==> src/rtl/imm_gen_pkg.sv <==
// imm_gen_pkg: immediate format codes and RV64 opcode constants.
// Shared by imm_gen_decode and imm_gen_pipe; IMM_GEN_ZIMM_EN enables format Z.
package imm_gen_pkg;

    localparam int IMM_FMT_W = 3;

    typedef enum logic [IMM_FMT_W-1:0] {
        IMM_FMT_NONE = 3'd0,
        IMM_FMT_I    = 3'd1,
        IMM_FMT_S    = 3'd2,
        IMM_FMT_B    = 3'd3,
        IMM_FMT_U    = 3'd4,
        IMM_FMT_J    = 3'd5,
        IMM_FMT_Z    = 3'd6
    } imm_fmt_e;

    localparam logic [6:0] OPC_LOAD      = 7'b0000011;
    localparam logic [6:0] OPC_OP_IMM    = 7'b0010011;
    localparam logic [6:0] OPC_OP_IMM_32 = 7'b0011011;
    localparam logic [6:0] OPC_JALR      = 7'b1100111;
    localparam logic [6:0] OPC_MISC_MEM  = 7'b0001111;
    localparam logic [6:0] OPC_SYSTEM    = 7'b1110011;
    localparam logic [6:0] OPC_STORE     = 7'b0100011;
    localparam logic [6:0] OPC_BRANCH    = 7'b1100011;
    localparam logic [6:0] OPC_LUI       = 7'b0110111;
    localparam logic [6:0] OPC_AUIPC     = 7'b0010111;
    localparam logic [6:0] OPC_JAL       = 7'b1101111;

endpackage

==> src/rtl/imm_gen_decode.sv <==
// imm_gen_decode: combinational instr -> sign-extended immediate and format.
// Macro IMM_GEN_ZIMM_EN adds the CSR*I zero-extended uimm format.
module imm_gen_decode
    import imm_gen_pkg::*;
#(
    parameter int XLEN = 64
) (
    input  logic [31:0]     instr,
    output logic [XLEN-1:0] imm,
    output imm_fmt_e        fmt,
    output logic            unknown
);

    logic [6:0] opc;
    logic is_i, is_s, is_b, is_u, is_j, is_z;
    logic unused_bits;

    logic signed [11:0] imm_i;
    logic signed [11:0] imm_s;
    logic signed [12:0] imm_b;
    logic signed [31:0] imm_u;
    logic signed [20:0] imm_j;

    assign opc = instr[6:0];

    assign imm_i = instr[31:20];
    assign imm_s = {instr[31:25], instr[11:7]};
    assign imm_b = {instr[31], instr[7], instr[30:25], instr[11:8], 1'b0};
    assign imm_u = {instr[31:12], 12'b0};
    assign imm_j = {instr[31], instr[19:12], instr[20], instr[30:21], 1'b0};

`ifdef IMM_GEN_ZIMM_EN
    assign is_z = (opc == OPC_SYSTEM) && instr[14];
`else
    assign is_z = 1'b0;
`endif

    assign is_i = !is_z && (opc inside {OPC_LOAD, OPC_OP_IMM, OPC_OP_IMM_32,
                                        OPC_JALR, OPC_MISC_MEM, OPC_SYSTEM});
    assign is_s = (opc == OPC_STORE);
    assign is_b = (opc == OPC_BRANCH);
    assign is_u = (opc == OPC_LUI) || (opc == OPC_AUIPC);
    assign is_j = (opc == OPC_JAL);

    assign unused_bits = &{1'b0, instr[14:12]};

    // Signed size casts replicate instr[31] up to XLEN.
    always_comb begin
        imm     = '0;
        fmt     = IMM_FMT_NONE;
        unknown = 1'b0;
        unique case (1'b1)
            is_z: begin
                imm = XLEN'(instr[19:15]);
                fmt = IMM_FMT_Z;
            end
            is_i: begin
                imm = XLEN'(imm_i);
                fmt = IMM_FMT_I;
            end
            is_s: begin
                imm = XLEN'(imm_s);
                fmt = IMM_FMT_S;
            end
            is_b: begin
                imm = XLEN'(imm_b);
                fmt = IMM_FMT_B;
            end
            is_u: begin
                imm = XLEN'(imm_u);
                fmt = IMM_FMT_U;
            end
            is_j: begin
                imm = XLEN'(imm_j);
                fmt = IMM_FMT_J;
            end
            default: begin
                unknown = 1'b1;
            end
        endcase
    end

endmodule

==> src/rtl/imm_gen_pipe.sv <==
// imm_gen_pipe: registered immediate generator with a one-entry skid buffer.
// Optional Z format (CSR*I uimm) is enabled by defining IMM_GEN_ZIMM_EN.
module imm_gen_pipe
    import imm_gen_pkg::*;
#(
    parameter int XLEN  = 64,
    parameter int TAG_W = 8
) (
    input  logic                 clk,
    input  logic                 rst_n,
    input  logic                 flush,
    input  logic                 in_valid,
    output logic                 in_ready,
    input  logic [31:0]          in_instr,
    input  logic [TAG_W-1:0]     in_tag,
    output logic                 out_valid,
    input  logic                 out_ready,
    output logic [XLEN-1:0]      out_imm,
    output logic [IMM_FMT_W-1:0] out_fmt,
    output logic                 out_unknown,
    output logic [TAG_W-1:0]     out_tag
);

    typedef struct packed {
        logic [XLEN-1:0]  imm;
        imm_fmt_e         fmt;
        logic             unknown;
        logic [TAG_W-1:0] tag;
    } entry_t;

    logic [XLEN-1:0] dec_imm;
    imm_fmt_e        dec_fmt;
    logic            dec_unk;
    entry_t          new_e;
    entry_t          out_q;
    entry_t          skid_q;
    logic            out_v_q;
    logic            skid_v_q;
    logic            accept;
    logic            drain;

    imm_gen_decode #(
        .XLEN (XLEN)
    ) u_decode (
        .instr   (in_instr),
        .imm     (dec_imm),
        .fmt     (dec_fmt),
        .unknown (dec_unk)
    );

    assign new_e = '{imm: dec_imm, fmt: dec_fmt,
                     unknown: dec_unk, tag: in_tag};

    // in_ready depends only on registered state.
    assign in_ready = !skid_v_q;
    assign accept   = in_valid && in_ready && !flush;
    assign drain    = out_v_q && out_ready;

    always_ff @(posedge clk or negedge rst_n) begin
        if (!rst_n) begin
            out_v_q  <= 1'b0;
            skid_v_q <= 1'b0;
            out_q    <= '0;
            skid_q   <= '0;
        end else if (flush) begin
            out_v_q  <= 1'b0;
            skid_v_q <= 1'b0;
        end else if (!out_v_q || drain) begin
            if (skid_v_q) begin
                out_q    <= skid_q;
                out_v_q  <= 1'b1;
                skid_v_q <= 1'b0;
            end else begin
                out_v_q <= accept;
                if (accept) out_q <= new_e;
            end
        end else if (accept) begin
            skid_q   <= new_e;
            skid_v_q <= 1'b1;
        end
    end

    assign out_valid   = out_v_q;
    assign out_imm     = out_q.imm;
    assign out_fmt     = out_q.fmt;
    assign out_unknown = out_q.unknown;
    assign out_tag     = out_q.tag;

endmodule

==> config.mk <==
export PLATFORM = sky130hd
export DESIGN_NAME = imm_gen_pipe
export DESIGN_NICKNAME = d
export VERILOG_FILES = /design/src/rtl/imm_gen_pkg.sv /design/src/rtl/imm_gen_decode.sv /design/src/rtl/imm_gen_pipe.sv
export SDC_FILE = /design/constraint.sdc
export NUM_CORES = 1
export LEC_CHECK = 0
export BUFFER_PORTS_ARGS = -buffer_cell sky130_fd_sc_hd__buf_2
export CORE_ASPECT_RATIO = 0.7
export CORE_UTILIZATION = 45
export DETAILED_ROUTE_END_ITERATION = 6
export PLACE_DENSITY_LB_ADDON = 0.08
export SLEW_MARGIN = 10
export SYNTH_ARGS = -nofsm -noshare
export SYNTH_HDL_FRONTEND = slang
export SYNTH_HIERARCHICAL = 1
export SYNTH_SLANG_ARGS = --single-unit
export TNS_END_PERCENT = 30
==> constraint.sdc <==
create_clock -name clk -period 3.1 [get_ports clk]
set_clock_uncertainty 0.15 [all_clocks]
set_input_delay 0.155 -clock clk [delete_from_list [all_inputs] [get_ports clk]]
set_output_delay 0.155 -clock clk [all_outputs]
set_load 0.03 [all_outputs]
======== Word-level counts from Yosys, hierarchy flattened ========
Cells that the tools add are included.
word-level totals
  output and inout bits ................... 78
  bits in registers ....................... 154
  input port bits ......................... 45
operators by class
  bitwise logic cells ..................... 2
  equality and inequality tests ........... 11
  reductions and logical operators ........ 15
  muxes and demuxes ....................... 11
operators by type and width
  kind                  count
  $pmux W64 S5          1
  $mux W76              2
  $eq A7 B7 Y1 const B  4
  $eq A7 B5 Y1 const B  3
  $pmux W3 S5           1
  $eq A7 B6 Y1 const B  2
  $eq A7 B2 Y1 const B  1
  $eq A7 B4 Y1 const B  1
  $mux W1               7
  $reduce_and A3 Y1     2
  $reduce_bool A6 Y1    1
  $reduce_or A5 Y1      1
  $reduce_bool A2 Y1    2
  $logic_and A1 B1 Y1   3
  $logic_not A1 Y1      3
  $reduce_bool A3 Y1    1
  $logic_or A1 B1 Y1    2
  $not A1 Y1            2

======== Longest topological paths before layout ========
  depth in word-level cells ............... 6
  gate-level depth with buffers ........... 8
  depth with buffers taken out ............ 6

======== Cells and area by module ========
Netlist, hierarchy kept.
modules (own cells, without submodules)
  module          cells an instance  area each (µm²)  times used
  imm_gen_pipe    416                6841.6           1
  imm_gen_decode  129                857.1            1

======== Worst setup path after synthesis ========
No wires, ideal clock.
  path kind ............................... input-to-reg
  start ................................... input port in_instr[4]
  end ..................................... register out_q, in the netlist out_imm[32]
  buffers on the path ..................... 2
  path slack .............................. 818 ps
  stages .................................. 8
  data arrival time ....................... 2066 ps
  library setup time ...................... 65 ps
  cells stage by stage .................... buf_2 > or2_1 > a211o_1 > nand3_1 > and3_1 > buf_4 > mux2_2 > mux2_2
on the way
  longest elaborated chain between the ends .. 5
  elaborated cells on any way between the ends .. 16
  those cells by class .................... 11 x eq/ne; 3 x mux; 2 x reduce/logical
ends and longest elaborated chain
  what                                                      RTL line                                    RTL
  from (decl)                                               imm_gen_pipe.sv:14                          input logic [31:0] in_instr,
  $eq A7 B2 Y1, or another cell as far along                imm_gen_decode.sv:38                        assign is_i = !is_z && (opc inside {OPC_LOAD, OPC_OP_IMM, OPC_OP_IMM_32,
  $reduce_bool A6 Y1 or $logic_or A1 B1 Y1 (tied branches)  imm_gen_decode.sv:38, imm_gen_decode.sv:42
  $pmux W64 S5 *                                            imm_gen_decode.sv:52                        unique case (1'b1)
  via dec_imm[32]                                           imm_gen_pipe.sv:31                          logic [XLEN-1:0] dec_imm;
  $mux W76 *                                                imm_gen_pipe.sv:75                          if (accept) out_q <= new_e;
  $mux W76 *                                                imm_gen_pipe.sv:69                          if (skid_v_q) begin
  to (signal assigned)                                      imm_gen_pipe.sv:70                          out_q <= skid_q;
  to (signal assigned)                                      imm_gen_pipe.sv:75
  to (decl)                                                 imm_gen_pipe.sv:35                          entry_t out_q;
The timed path passes the listed nets; every way through them passes the cells marked *. The select of a mux whose other input is x is not followed.
A chain may end at the register's enable or synchronous reset.

======== Worst setup path in the final report ========
  start ................................... register skid_v_q
  end ..................................... register out_q, in the netlist out_imm[28]
on the way
  longest elaborated chain between the ends .. 5
  elaborated cells on any way between the ends .. 6
  those cells by class .................... 1 x mux; 5 x reduce/logical
ends and longest elaborated chain
  what                              RTL line            RTL
  from (decl)                       imm_gen_pipe.sv:38  logic skid_v_q;
  from (signal assigned)            imm_gen_pipe.sv:62  skid_v_q <= 1'b0;
  from (signal assigned)            imm_gen_pipe.sv:67  skid_v_q <= 1'b0;
  from (signal assigned)            imm_gen_pipe.sv:72  skid_v_q <= 1'b0;
  $logic_not A1 Y1                  imm_gen_pipe.sv:55  assign in_ready = !skid_v_q;
  $logic_and A1 B1 Y1 (2 in a row)  imm_gen_pipe.sv:56  assign accept = in_valid && in_ready && !flush;
  $reduce_bool A2 Y1 (no line)      --
  $reduce_and A3 Y1 (no line)       --
Several ways; a longest one is shown, not always the timed one.

==> flow_metrics.tcl <==
set metrics [dict create \
    clock_path_buffers 2 \
    core-area_um2 16500 \
    grt.total_usage_pct 18.8 \
    grt.overflow.total 0 \
    nNetsFinal 706 \
    syn2layout_area_growth_pct 19.5 \
    routed_wl_um 15400 \
    synth_edf_count 0 \
    synth-simple-area-share_pct 3.69 \
    finalCriticalPeriod_ns 2.23 \
    clock_latency_ns 0.42 \
    final_cell_mix "177 x mux2_2, 153 x dfrtp_1, 121 x buf_2" \
    ir_worst_vdd_mv 0.311 \
    synth-seq-area-share_pct 50.1 \
    grt_pass1_wl_um 25700 \
    wl_per_cell_um 17.1 \
    dieArea_um2 17600 \
    status "completed" \
    clkPwrFrac_pct 44.5 \
    required_ns 3.25 \
    holdPathEnd "skid_q[13]$_DFFE_PN0P_" \
    diodes 0 \
    switching_power_uw 1200 \
    cts_setup_buffers 0 \
    min_path_cells 4 \
    synth_nets 590 \
    drt_first_pass_iters 4 \
    synth-xor-area-share_pct 0.228 \
    fp.dieH_um 111 \
    cts_buffers 17 \
    grt_pass1_vias 4978 \
    critPathMaxStageDelay_ns 0.42 \
    endpoint_kind "flop" \
    cp_cell_sequence "buf_12 > nor2_2 > nor3_4 > buf_12 > mux2_2" \
    switching_share_pct 23.8 \
    maxCapViolCount 0 \
    r2r-start "skid_v_q$_DFFE_PN0P_" \
    crit_fanout 78 \
    fmax_mhz 449 \
    hold_class "input port to flop" \
    fin_cells 898 \
    min_period_over_period_pct 71.8 \
    synth_top_family_by_area "multiplexers" \
    dpl.hpwl_um 9360 \
    final_common_cell "mux2_2" \
    num-fill-cells 1405 \
    preCtsSetupSlack_ns 0.837 \
    start_util_pct 46.5 \
    drive_above_1_share_pct 57.5 \
    setup_tns_ns 0 \
    rsz0062_at_grt "no" \
    clkSinkCount 154 \
    num_rows 39 \
    h-tree-depth 4 \
    dp_cells 833 \
    synth_area_per_cell_um2 14.1 \
    gp_routability_congestion 0.894 \
    portBuffers 122 \
    seqPwrFrac_pct 43.5 \
    postRouteAntennaNets 0 \
    num_vias 4597 \
    p_leak_uw 0.00492 \
    ff2ff_path_depth 5 \
    min-delay-start "in_instr[8]" \
    hold_viol_final 0 \
    critPathKind "flop to flop" \
    synth_compound_area_share_pct 3.80 \
    setup_ws_ns 0.874 \
    comb_power_share_pct 12.0 \
    synthCells 545 \
    drc 0 \
    synthFlopType "dfrtp_1" \
    synth_area_um2 7700 \
    cts_tree "done" \
    relSlewSlack_pct 33.5 \
    start_kind "flop" \
    via_per_inst 5.12 \
    worstPathArrival_ns 2.37 \
    muxShareOfSynthArea_pct 35.3 \
    async_reset_ff_share_pct 100 \
    grt_max_degree 79 \
    die_w_um 158 \
    r2r_end "out_imm[28]$_DFFE_PN0P_" \
    powerDensity_nw_per_um2 550 \
    ys_warn_count 6 \
    maxSlewViolCount 0 \
    tightest_slew_ns 0.998 \
    path_common_cell "buf_12" \
    yosysUniqueCellTypes 38 \
    cts-root-buf "clkbuf_16" \
    ys_ff_latch 154 \
    drt_iter0_markers 193 \
    internal_power_uw 3860 \
    finalSetupViolations 0 \
    slowest_stage "dfrtp_4" \
    cts_resized 0 \
    clk_pin_slew_worst_paths_ns 0.06 \
    rrSetupSlack_ns 0.87 \
    io_pins 123 \
    antenna_found_initial 0 \
    synth_fa_ha_area_share_pct 0 \
]
-- sequential cells by signal, summed over array words and instances, names as in the netlist --
signal	flops
out_valid	1
out_tag	8
skid_v_q	1
out_fmt	3
out_imm	64
skid_q	76
out_unknown	1
-- Yosys cell counts (4+ instances only) --
cell type,count,area (um^2)
mux2_1,11,124
o21ai_1,7,35.0
buf_6,17,191
nand2_1,17,63.8
nor2b_1,4,25.0
mux2_2,177,1990
a21oi_1,4,20.0
buf_2,17,85.1
and3_1,8,50.1
a21o_1,19,143
mux2_4,40,601
buf_4,32,240
dfrtp_1,154,3850
-- power groups by stage --
stage | clock (uW) | combinational, uW | sequential, uW
5_1_grt | 2410 | 654 | 2220
4_1_cts | 2320 | 614 | 2200
3_3_place_gp | 0 | 569 | 2230
2_1_floorplan | 0 | 291 | 2340
3_5_place_dp | 0 | 581 | 2240
6_report | 2250 | 606 | 2200
-- cells by family after synthesis --
group	Yosys count
xor gates and xnor gates	2
buffers and inverters	69
muxes	228
AOI/OAI and AO/OA	41
DFF	154
and+or+nand+nor	51
-- layout make-up --
class | count | area (um^2) | share of cell area, %
clock inverters | 11 | 195 | 2.12
clock buffers | 20 | 447 | 4.86
multi-input cells | 322 | 3330 | 36.2
repair buffers | 164 | 1080 | 11.7
flip-flops and latches | 154 | 3860 | 41.9
well taps | 225 | 282 | 3.06
inverters | 2 | 7.51 | 0.0816
-- per-stage QoR --
| step | instance area [um^2] | total power (uW) | hold WS (ns) | utilization, % |
|---|---|---|---|---|
| after floorplan | 7700 | 2630 | -0.291 | - |
| after global placement | 8220 | 2800 | 0.0559 | 49.7 |
| after detailed placement | 8220 | 2820 | 0.0627 | 49.7 |
| after CTS | 9200 | 5130 | 0.00996 | 55.6 |
| after global routing | 9200 | 5280 | 0.0405 | 55.6 |
| final | 9200 | 5060 | 0.0214 | 55.6 |
-- timing repair --
item,CTS,global route
endpoints found under the setup margin,0,0
hold buffers,34,0
endpoints found under the hold margin,108,0
-- layer usage --
| layer | global-route usage, % | vias to the layer above | share of wire, % |
|---|---|---|---|
| li1 | - | 2153 | - |
| met1 | 25.2 | 2311 | 47 |
| met2 | 28.6 | 118 | 45 |
| met3 | 6.23 | 15 | 6.0 |
| met4 | 6.15 | 0 | 1.5 |
| met5 | 0 | - | 0 |
-- worst max-delay path, delay by kind of cell, from the launching register on --
family | cells | cell delay, ns
buffers and inverters | 2 | 0.77
DFF | 1 | 0.42
muxes | 1 | 0.38
and+or+nand+nor | 2 | 0.33
-- how the worst max path moves through the flow --
stage / from / depth (start not counted) / endpoint / slack (ns)
final: skid_v_q$_DFFE_PN0P_ / 5 / out_imm[28]$_DFFE_PN0P_ / 0.87
after global routing: skid_v_q$_DFFE_PN0P_ / 5 / out_imm[52]$_DFFE_PN0P_ / 0.76
after floorplan: in_instr[4] / 8 / out_imm[32]$_DFFE_PN0P_ / 0.82
after global placement: in_instr[2] / 7 / out_imm[21]$_DFFE_PN0P_ / 0.90
after detailed placement: in_instr[2] / 7 / out_imm[21]$_DFFE_PN0P_ / 0.84
after CTS: skid_v_q$_DFFE_PN0P_ / 5 / out_imm[37]$_DFFE_PN0P_ / 0.85
No activity file was read; power rests on OpenSTA's default activity.
